## config.mk

```make
export PLATFORM = sky130hd
export DESIGN_NAME = nibble_packer
export DESIGN_NICKNAME = d
export VERILOG_FILES = /design/src/rtl/nibble_pkg.sv /design/src/rtl/sync_fifo.sv /design/src/rtl/nibble_packer.sv
export SDC_FILE = /design/constraint.sdc
export NUM_CORES = 1
export LEC_CHECK = 0
export BUFFER_PORTS_ARGS = -buffer_cell sky130_fd_sc_hd__clkbuf_2
export CORE_UTILIZATION = 25
export CTS_BUF_LIST = sky130_fd_sc_hd__clkbuf_4
export DETAILED_ROUTE_END_ITERATION = 6
export PLACE_DENSITY_LB_ADDON = 0.3
export SLEW_MARGIN = 20
export SYNTH_ARGS = -nofsm -noshare
export SYNTH_HDL_FRONTEND = slang
export SYNTH_HIERARCHICAL = 1
export SYNTH_SLANG_ARGS = --single-unit
export TNS_END_PERCENT = 30
```

## constraint.sdc

```tcl
create_clock -name clock -period 3.5 [get_ports clock]
set_clock_uncertainty 0.15 [all_clocks]
set_input_delay 0.875 -clock clock [delete_from_list [all_inputs] [get_ports clock]]
set_output_delay 0.875 -clock clock [all_outputs]
set_load 0.01 [all_outputs]
```

## src/rtl/nibble_pkg.sv

```systemverilog
// Shared constants and elaboration helpers for the nibble packer slice.
package nibble_pkg;

  localparam int NIBBLE_W       = 4;
  localparam int DEF_NIBBLES    = 4;
  localparam int DEF_FIFO_DEPTH = 4;

  // Smallest r with 2**r >= value; used to validate address widths.
  function automatic int clog2(input int value);
    int r;
    r = 0;
    for (int i = 0; i < 31; i++) begin
      if ((1 << i) < value) r = i + 1;
    end
    return r;
  endfunction

endpackage

```

## src/rtl/sync_fifo.sv

```systemverilog
// Show-ahead synchronous FIFO with level, full and empty flags.
module sync_fifo
  import nibble_pkg::*;
#(
  parameter int WIDTH = 16,
  parameter int DEPTH = DEF_FIFO_DEPTH,
  parameter int AW    = 2
) (
  input  logic             clock,
  input  logic             reset_n,
  input  logic             i_push,
  input  logic [WIDTH-1:0] i_push_data,
  input  logic             i_pop,
  output logic [WIDTH-1:0] o_head,
  output logic             o_full,
  output logic             o_empty,
  output logic [AW:0]      o_level
);

  logic [WIDTH-1:0] r_mem [DEPTH];
  logic [AW-1:0]    r_wr_ptr;
  logic [AW-1:0]    r_rd_ptr;
  logic [AW:0]      r_level;

  logic w_empty;
  logic w_full;
  logic w_pop_ok;
  logic w_push_ok;

  assign w_empty   = (r_level == '0);
  assign w_full    = (r_level == (AW+1)'(DEPTH));
  assign w_pop_ok  = i_pop && !w_empty;
  // A full FIFO still accepts a word when the head leaves on the same edge.
  assign w_push_ok = i_push && (!w_full || w_pop_ok);

  // Storage carries no reset; the head is masked while empty instead.
  always_ff @(posedge clock) begin
    if (w_push_ok) r_mem[r_wr_ptr] <= i_push_data;
  end

  always_ff @(posedge clock or negedge reset_n) begin
    if (!reset_n) begin
      r_wr_ptr <= '0;
      r_rd_ptr <= '0;
      r_level  <= '0;
    end else begin
      if (w_push_ok) r_wr_ptr <= r_wr_ptr + AW'(1);
      if (w_pop_ok)  r_rd_ptr <= r_rd_ptr + AW'(1);
      case ({w_push_ok, w_pop_ok})
        2'b10:   r_level <= r_level + (AW+1)'(1);
        2'b01:   r_level <= r_level - (AW+1)'(1);
        default: r_level <= r_level;
      endcase
    end
  end

  assign o_head  = w_empty ? '0 : r_mem[r_rd_ptr];
  assign o_full  = w_full;
  assign o_empty = w_empty;
  assign o_level = r_level;

endmodule

```

## src/rtl/nibble_packer.sv

```systemverilog
// Packs incoming 4-bit nibbles MSB-first into wide words and queues them
// for a valid/ready consumer, with a sticky flag for dropped words.
module nibble_packer
  import nibble_pkg::*;
#(
  parameter int NIBBLES    = DEF_NIBBLES,
  parameter int FIFO_DEPTH = DEF_FIFO_DEPTH,
  parameter int FIFO_AW    = 2
) (
  input  logic                      clock,
  input  logic                      reset_n,
  input  logic [NIBBLE_W-1:0]       in_data,
  input  logic                      in_valid,
  output logic [NIBBLE_W*NIBBLES-1:0] out_data,
  output logic                      out_valid,
  input  logic                      out_ready,
  output logic [FIFO_AW:0]          level,
  output logic                      overflow,
  input  logic                      overflow_clr
);

  localparam int W     = NIBBLE_W * NIBBLES;
  localparam int CNT_W = clog2(NIBBLES);

  generate
    if (NIBBLES < 2 || NIBBLES > 8) begin : g_bad_nibbles
      $error("nibble_packer: NIBBLES must be in 2..8");
    end
    if (FIFO_DEPTH < 2 || (1 << FIFO_AW) != FIFO_DEPTH || clog2(FIFO_DEPTH) != FIFO_AW) begin : g_bad_depth
      $error("nibble_packer: FIFO_DEPTH must be a power of two >= 2 and FIFO_AW its log2");
    end
  endgenerate

  // Only the older nibbles need storing; the newest comes straight from in_data.
  logic [W-NIBBLE_W-1:0] r_shift;
  logic [CNT_W-1:0]      r_count;
  logic                  r_overflow;

  logic [W-1:0]     w_word;
  logic             w_word_done;
  logic             w_pop;
  logic             w_drop;
  logic [W-1:0]     w_head;
  logic             w_full;
  logic             w_empty;
  logic [FIFO_AW:0] w_level;

  assign w_word      = {r_shift, in_data};
  assign w_word_done = in_valid && (r_count == CNT_W'(NIBBLES - 1));
  assign w_pop       = !w_empty && out_ready;
  assign w_drop      = w_word_done && w_full && !w_pop;

  always_ff @(posedge clock or negedge reset_n) begin
    if (!reset_n) begin
      r_shift <= '0;
      r_count <= '0;
    end else if (in_valid) begin
      r_shift <= w_word[W-NIBBLE_W-1:0];
      r_count <= w_word_done ? '0 : r_count + CNT_W'(1);
    end
  end

  // A drop on the same edge as a clear wins so no loss goes unreported.
  always_ff @(posedge clock or negedge reset_n) begin
    if (!reset_n) begin
      r_overflow <= 1'b0;
    end else if (w_drop) begin
      r_overflow <= 1'b1;
    end else if (overflow_clr) begin
      r_overflow <= 1'b0;
    end
  end

  sync_fifo #(
    .WIDTH (W),
    .DEPTH (FIFO_DEPTH),
    .AW    (FIFO_AW)
  ) u_fifo (
    .clock       (clock),
    .reset_n     (reset_n),
    .i_push      (w_word_done),
    .i_push_data (w_word),
    .i_pop       (w_pop),
    .o_head      (w_head),
    .o_full      (w_full),
    .o_empty     (w_empty),
    .o_level     (w_level)
  );

  assign out_data  = w_head;
  assign out_valid = !w_empty;
  assign level     = w_level;
  assign overflow  = r_overflow;

endmodule

```

==> results of run 1 <==
per-stage QoR:
step | total power (W) | instance area [um2]
final | 0.00297 | 4020
after global routing | 0.00317 | 4020
after CTS | 0.00304 | 4020
after detailed placement | 0.00241 | 3860
after global placement | 0.00239 | 3860
after floorplan | 0.00207 | 3500
layout by cell type (no fill, tap or decap):
| cell | synthesis | final |
|---|---|---|
| sky130_fd_sc_hd__edfxtp_1 | 64 | 64 |
| sky130_fd_sc_hd__clkbuf_2 | 0 | 29 |
| sky130_fd_sc_hd__dfrtp_1 | 22 | 22 |
| sky130_fd_sc_hd__nor2b_1 | 18 | 18 |
| sky130_fd_sc_hd__mux4_2 | 16 | 16 |
| sky130_fd_sc_hd__clkbuf_4 | 0 | 10 |
| sky130_fd_sc_hd__inv_1 | 9 | 9 |
| sky130_fd_sc_hd__mux2_4 | 9 | 9 |
| sky130_fd_sc_hd__buf_4 | 1 | 8 |
| sky130_fd_sc_hd__mux2_2 | 6 | 6 |
| sky130_fd_sc_hd__ha_1 | 6 | 6 |
| sky130_fd_sc_hd__and2_1 | 4 | 4 |
| sky130_fd_sc_hd__xor2_1 | 4 | 4 |
| sky130_fd_sc_hd__nor2_1 | 3 | 3 |
| sky130_fd_sc_hd__bufinv_16 | 0 | 2 |
| sky130_fd_sc_hd__xnor2_1 | 2 | 2 |
| sky130_fd_sc_hd__and2_2 | 1 | 1 |
| sky130_fd_sc_hd__nand3_1 | 1 | 1 |
| sky130_fd_sc_hd__o22ai_1 | 1 | 1 |
| sky130_fd_sc_hd__inv_6 | 0 | 1 |
| sky130_fd_sc_hd__clkinv_4 | 0 | 1 |
| sky130_fd_sc_hd__clkinv_2 | 0 | 1 |
| sky130_fd_sc_hd__clkinv_1 | 0 | 1 |
| sky130_fd_sc_hd__or3b_1 | 1 | 1 |
| sky130_fd_sc_hd__nor3_2 | 1 | 1 |
| sky130_fd_sc_hd__o21a_4 | 1 | 1 |
| sky130_fd_sc_hd__mux2i_1 | 1 | 1 |
| sky130_fd_sc_hd__nand2_1 | 1 | 1 |
| sky130_fd_sc_hd__fa_1 | 1 | 1 |
state kept, by name, summed over array words and instances, names as in the netlist:
register         count
overflow             1
r_count              2
r_shift             12
u_fifo/o_level       3
u_fifo/r_mem        64
u_fifo/r_rd_ptr      2
u_fifo/r_wr_ptr      2
per-layer routing:
metal | global-route usage, % | vias up | share of wire (%)
met5 | 0 | - | 0
met4 | 3.47 | 0 | 1.6
met3 | 2.78 | 9 | 3.3
met2 | 14.8 | 27 | 49
met1 | 12.1 | 818 | 46
li1 | - | 751 | -
worst min path at each step:
stage,from,to,slack [ns],depth (start not counted)
detailed placement,u_fifo/r_rd_ptr[1]$_DFFE_PN0P_,u_fifo/r_rd_ptr[1]$_DFFE_PN0P_,0.31,1
global route,reset_n,r_shift[8]$_DFFE_PN0P_,0.31,1
finish,reset_n,r_shift[8]$_DFFE_PN0P_,0.29,1
global placement,u_fifo/r_rd_ptr[1]$_DFFE_PN0P_,u_fifo/r_rd_ptr[1]$_DFFE_PN0P_,0.31,1
floorplan,r_shift[9]$_DFFE_PN0P_,u_fifo/r_mem[0][13]$_DFFE_PP_,0.32,0
CTS,reset_n,r_shift[8]$_DFFE_PN0P_,0.28,1
power by group through the flow:
stage | sequential [W] | combinational (W) | clock, W
floorplan | 0.00136 | 0.000717 | 0
global placement | 0.00137 | 0.00102 | 0
detailed placement | 0.00138 | 0.00103 | 0
CTS | 0.00136 | 0.00103 | 0.000652
global route | 0.00138 | 0.00110 | 0.000692
finish | 0.00136 | 0.000990 | 0.000629
cell usage after synthesis (3+ instances only):
library cell               number
sky130_fd_sc_hd__edfxtp_1      64
sky130_fd_sc_hd__dfrtp_1       22
sky130_fd_sc_hd__nor2b_1       18
sky130_fd_sc_hd__mux4_2        16
sky130_fd_sc_hd__inv_1          9
sky130_fd_sc_hd__mux2_4         9
sky130_fd_sc_hd__ha_1           6
sky130_fd_sc_hd__mux2_2         6
sky130_fd_sc_hd__and2_1         4
sky130_fd_sc_hd__xor2_1         4
sky130_fd_sc_hd__buf_2          3
sky130_fd_sc_hd__nor2_1         3
area by class of cell:
type                       count  area (um2)  area share, %
multi-input combinational     77         926           23.0
clock buffer                  10        75.1           1.87
sequential                    86        2470           61.5
inverter                       9        33.8          0.841
timing repair buffer          37         205           5.11
clock inverter                 6        86.3           2.15
tap                          176         220           5.48
critical path: stages, from the launching register on:
cell	delay, ns
sky130_fd_sc_hd__dfrtp_1	0.41
sky130_fd_sc_hd__buf_4	0.36
sky130_fd_sc_hd__mux4_2	0.57
sky130_fd_sc_hd__nor2b_1	0.15
sky130_fd_sc_hd__clkbuf_2	0.13
logic make-up after synthesis:
| kind of cell | after synthesis | synth area share, % |
|---|---|---|
| buffers and inverters | 16 | 2.83 |
| flip-flops | 86 | 70.7 |
| adder cells (fa/ha/maj) | 7 | 2.72 |
| AO/OA/AOI/OAI | 2 | 0.608 |
| XOR/XNOR | 6 | 1.50 |
| multiplexers | 32 | 16.4 |
| AND/OR/NAND/NOR | 30 | 5.26 |
==> summary.md, run 1 <==
For the leakage power total, the log shows 1.49 nW. The area overhead of the layout relative to synthesis was 14.9%; the tightest slew margin relative to the limit was 59.0%. The finished layout holds 401 standard cells, fillers aside. Once the floorplan was initialized, standard cells occupied 26.0% of the core. HPWL after detailed placement: 3720 um. The critical path is of the flip-flop to output pin type. For this design the top-level I/O count stands at 30. The slack of the worst reg-to-reg path was 1.10 ns.

The via density per instance was 4.00. Counting flops with an async set or reset pin after synthesis yields a share of 25.6%. The logic depth of the worst register-to-register path is 9, and the post-detailed-route DRC marker count is 0.

The logs give 0 for the count of endpoints failing setup in the final report and 9 for the number of CTS-inserted buffers. In this run the biggest area consumer among cell types represents 55.0% of the synthesized area. The smallest hold slack was 0.293 ns.

Leading area contributor after synthesis: sky130_fd_sc_hd__edfxtp_1. Insertion delay to the later sink of the worst-skew pair: 0.41 ns. The flow ran to the end, and the final reports show no timing, DRC or antenna violations. 0 antenna diodes ended up in the layout. Before antenna repair, the detailed router went through 4 iterations.

Counting flops and latches in the post-synthesis netlist gives 86. The floorplan step defined a core boundary enclosing 13,500 um2. The via count of the first global-routing pass is 1,702, and the portion of total power attributed to sequential cells is 45.6%.

The part of the total power dissipated in combinational logic is 33.3%, and the design internal power is 0.00205 W. For this design, the sink count on the clock tree is 86. The most used flip-flop cell after synthesis is sky130_fd_sc_hd__edfxtp_1. The routed layout has 1,605 vias. Setup repair after global routing left no endpoint under its margin. Entering global routing, the biggest net connects 23 pins. The number of standard cells after synthesis is 179. The power density over the cells was 740 nW/um2; the switching part of the total was 30.9%.

Data arrives at the worst endpoint at 2.04 ns. At the worst endpoint, the required time is 2.47 ns. The run gives 385 as the number of cells in the design after placement.

The detailed router finished its first iteration with 60 violations. Post-CTS repair changed the size of 0 cells. For the wire length of the first global-routing pass, the log shows 9790 um. The utilization after layout is 29.9%.

During synthesis, Yosys emitted a total of 6 warnings. The worst hold path belongs to the class input port to asynchronous set/reset pin. The routed length per placed instance is 15.2 um, and the wire length after detailed routing is 6110 um. The H-tree generated during clock tree synthesis spans 3 levels. The analysis attributes to net switching a power of 0.000920 W. After global routing the overflow that remains totals 0. In this run the critical register-to-register path is launched from u_fifo/o_level[0]$_DFFE_PN0P_. Clock-pin slew was measured on the worst setup and hold paths at 0.13 ns. The clock share of power was 21.1%; the average size of a mapped cell was 19.5 um2. The maximum ir drop on the vdd rail is 0.000382 V. The total negative setup slack came out at 0 ns. The last weighted congestion value of the routability-driven placer was 0.662; the slew at the pin with the worst max-slew slack was 0.615 ns. The synthesized netlist occupies a cell area of 3500 um2. The tree is rooted in a sky130_fd_sc_hd__clkbuf_4. Fill cells in the final layout number 1,376. After clock tree synthesis, the setup repair step added 0 buffers. Summing the sequential cell areas from Yosys gives 70.7% of the chip area. The worst path needs 3.06 ns of the cycle, external delays included.

The fraction of layout instances using a drive strength above 1 is 38.2%, and the peak fanout along the critical path is 16. Ranked by total cell area, the synthesized netlist is headed by sky130_fd_sc_hd__edfxtp_1, sky130_fd_sc_hd__dfrtp_1, sky130_fd_sc_hd__mux4_2, sky130_fd_sc_hd__mux2_4, sky130_fd_sc_hd__nor2b_1. The logs give 9.34% for the combined global-route utilization of all metal layers and 2 for the maximum root-to-sink buffer count. Vertical die dimension: 120 um. Counting distinct cell types in the post-synthesis netlist gives 25.

The run gives 42 as the cell row count. The critical path startpoint was u_fifo/r_rd_ptr[0]$_DFFE_PN0P_. The die span in x was 120 um; the number of synthesized flops with an enable pin was 64. The worst setup path is captured at an output pin. Of the available clock period, the critical path in the final layout requires 87.6%. Static timing analysis puts the maximum clock frequency at 326 MHz. In this run the critical register-to-register path is captured at u_fifo/o_level[2]$_DFFE_PN0P_. The logs give 0 for the final count of pins violating max slew and 0.706 ns for the worst-case setup slack after placement.

When the netlist entered floorplanning its net count stood at 195. The run gives 0 as the number of max-cap violations. STA classifies the critical path startpoint as a flip-flop.

For the hold violation count in the final report, the log shows 0. The count of input and output buffers is 29, and the total die area is 14,500 um2. After clock tree synthesis, the flow added hold-fix buffers numbering 0. TritonCTS built the clock tree.

For the worst path setup slack after routing, the log shows 0.436 ns. After the last flow step, the layout net total stands at 236. The logs give 0 for the number of antenna violations at the first check in global routing and 0 for the final antenna-violating net count.

The critical path ends at out_data[7].
(Power assumes the default switching activity.)
==> run 2: changes to the inputs <==
--- a/config.mk
+++ b/config.mk
@@ -9,7 +9,8 @@
 export CORE_UTILIZATION = 25
 export CTS_BUF_LIST = sky130_fd_sc_hd__clkbuf_4
 export DETAILED_ROUTE_END_ITERATION = 6
-export PLACE_DENSITY_LB_ADDON = 0.3
+export GPL_TIMING_DRIVEN = 0
+export PLACE_DENSITY = 0.4
 export SLEW_MARGIN = 20
 export SYNTH_ARGS = -nofsm -noshare
 export SYNTH_HDL_FRONTEND = slang
==> run 2 against run 1 <==
Core utilization about the same. Non-clock buffer count decreased by 2. Maximum frequency increased by 0.92%. Final area increased by 0.16%. Wire length increased by 7.6%. Critical path depth increased by 1. Flip-flop and latch count unchanged. Critical endpoint is now out_data[9]. Largest cell class unchanged. Largest power group unchanged. Highest routed layer unchanged.
==> summary.md, run 2 (same netlist as run 1, synthesis figures left out) <==
The flow ran to the end, and the final reports show no timing, DRC or antenna violations. The tools report the final count of pins violating max slew as 0. Summed over all cells, the static leakage comes to 1.47 nW. Setup repair after global routing left no endpoint under its margin. The die covers 14,500 um2. The die is 120 um tall. The worst path setup slack after routing is 0.464 ns.

For the H-tree depth, the log shows 3. The critical path startpoint was u_fifo/r_rd_ptr[0]$_DFFE_PN0P_. The die is 120 um wide.

The first global-routing pass estimated 10,500 um of wire. The initial standard-cell utilization of the core is 26.0%. The worst register-to-register path begins at u_fifo/o_level[0]$_DFFE_PN0P_. The congestion estimate from routability-driven global placement came to 0.608. The root buffer cell is sky130_fd_sc_hd__clkbuf_4. After floorplanning, the core was sized to cover 13,500 um2. Global routing used 10.1% of the available tracks across all layers. Clock tree synthesis inserted a total of 9 buffers. The portion of total power attributed to sequential cells is 45.1%. The slowest stage of the critical path belongs to the cell sky130_fd_sc_hd__mux4_2. For the number of diodes added for antenna fixing, the log shows 0. The tools report the total net switching power as 0.000944 W. After global routing the overflow that remains totals 0. The stage delay of the slowest cell on the critical path is 0.52 ns.

Clock-pin slew was measured on the worst setup and hold paths at 0.15 ns. Dividing the detail-routed wire length by the instance count gives 16.5 um. The later pin in the worst-skew pair is clocked with a latency of 0.44 ns. The iteration-0 DRC count of the detailed router is 83. The run gives 1,626 as the overall via count from detail_route. The slew at the pin with the worst max-slew slack came out at 0.992 ns.

Top-level port count: 30. After routing, the total negative slack on setup checks comes to 0 ns. Buffers placed on the I/O ports in this run total 28.

Net switching is 31.4% of the power. Counting flops per register, the top entry is u_fifo/r_mem. The final critical path takes up 86.8% of the cycle. The signal on the critical path passes through buf_4 > buf_6 > mux4_2 > nor2b_1 > clkbuf_2. Before antenna repair, the detailed router went through 5 iterations. In this run the core area contains 42 standard-cell rows. Leaving out fill and tap cells, the most frequent cells in the layout are sky130_fd_sc_hd__edfxtp_1, sky130_fd_sc_hd__clkbuf_2, sky130_fd_sc_hd__dfrtp_1.

The register with the most flip-flops in the layout has 64 of them. Data on the critical path is required at its endpoint by 2.47 ns. The tools report the final layout net count as 234. For the worst setup path, the data arrival time is 2.01 ns.

Setup violations remaining at the end of the flow were counted as 0. The worst setup path is launched from a flip-flop. The path class of the lowest-slack min-delay path is input port to asynchronous set/reset pin.

After detailed routing, the total wire length is 6570 um. The tools report the maximum ir drop on the vdd rail as 0.000276 V. The via density per instance is 4.08. TritonCTS built the clock tree. The time the final worst path needs with I/O delays and setup was 3.04 ns; the hold violation count in the final report was 0. After detailed routing, the number of remaining DRC violations is 0. In this run the power density over the cells is 747 nW/um2. The clock network burns 21.2% of the power.

Once detailed placement completed, the half-perimeter wirelength came to 4000 um. The internal power of the cells totals 0.00206 W. The part of the total power dissipated in combinational logic was 33.7%; the peak fanout along the critical path was 10. The logs give 2 for the maximum root-to-sink buffer count and 0 for the number of max-cap violations. The most common library cell in the layout ignoring fill and taps was sky130_fd_sc_hd__edfxtp_1. In this run the remaining antenna-violating nets after routing total 0. The worst-case setup slack after placement came out at 0.150 ns. Number of antenna violations at the first check in global routing: 0. The highest clock frequency the design can meet is 329 MHz, and the fraction of layout instances using a drive strength above 1 is 37.7%. The worst setup path is captured at an output pin.

Clock tree synthesis found a total of 86 sinks. The run gives 1,795 as the via count of the first global-routing pass. Entering global routing, the biggest net connects 23 pins. Final hold analysis gives a worst-case slack of 0.266 ns. Compared with the post-synthesis result, the final layout area differs by 15.1%.

Measured against its own limit, the worst slew margin works out to 33.9%. The class of the most critical setup path was flip-flop to output pin.
-- run 2: cell types whose count changed in the layout (fill, tap and decap cells not counted), sizes merged --
cell / change
clkinv: -2
clkbuf: -1
buf: -1
clkinvlp: +3
inv: -1
-- run 2: power by group through the flow --
| stage | clock network [W] | registers (W) | logic [W] |
|---|---|---|---|
| 2_1_floorplan | 0 | 0.00136 | 0.000717 |
| 3_3_place_gp | 0 | 0.00137 | 0.00104 |
| 3_5_place_dp | 0 | 0.00137 | 0.00105 |
| 4_1_cts | 0.000661 | 0.00135 | 0.00106 |
| 5_1_grt | 0.000704 | 0.00138 | 0.00114 |
| 6_report | 0.000638 | 0.00135 | 0.00101 |
-- run 2: what timing repair did --
| item | in CTS | in global routing |
|---|---|---|
| hold buffers | 0 | 0 |
| endpoints found under the setup margin | 0 | 1 |
| resized for setup | 0 | 1 |
| buffers inserted | 0 | 0 |
-- run 2: worst paths after layout --
check,to,slack (ns),cells after the start
min,r_shift[9]$_DFFE_PN0P_,0.27,1
max in group asynchronous,r_shift[3]$_DFFE_PN0P_,2.50,1
min in group clock,u_fifo/r_mem[3][14]$_DFFE_PP_,0.38,0
max,out_data[9],0.46,5
max reg2reg,u_fifo/o_level[2]$_DFFE_PN0P_,0.48,11
min reg2reg,u_fifo/r_mem[3][14]$_DFFE_PP_,0.38,0
-- run 2: worst max-delay path, delay by kind of cell, from the launching register on --
| kind | cells | cell delay [ns] |
|---|---|---|
| mux | 1 | 0.52 |
| flops | 1 | 0.34 |
| simple gates | 1 | 0.15 |
| buf+inv | 3 | 0.58 |
-- run 2: stage by stage --
| stage | area [um2] | instances | util, % | total power, W |
|---|---|---|---|---|
| 6_report | 4030 | 399 | 29.9 | 0.00301 |
| 5_1_grt | 4030 | 399 | 29.9 | 0.00322 |
| 4_1_cts | 4020 | 399 | 29.9 | 0.00307 |
| 3_5_place_dp | 3860 | 383 | 28.7 | 0.00243 |
| 3_3_place_gp | 3860 | 383 | 28.7 | 0.00241 |
| 2_1_floorplan | 3500 | 179 | - | 0.00207 |
-- run 2: final cells by class --
cell class | instances | area (um2)
Timing Repair Buffer | 28 | 140
Inverter | 9 | 33.8
Clock inverter | 6 | 86.3
Clock buffer | 10 | 75.1
Buffer | 7 | 65.1
Tap cell | 176 | 220
Fill cell | 1394 | 9430
Sequential cell | 86 | 2470
Multi-Input combinational cell | 77 | 932
-- run 2: per-layer routing --
| metal | wire [um] | GRT usage (%) |
|---|---|---|
| met5 | 0 | 0 |
| met3 | 258 | 2.69 |
| met4 | 105 | 4.40 |
| met1 | 2870 | 12.4 |
| met2 | 3330 | 16.8 |
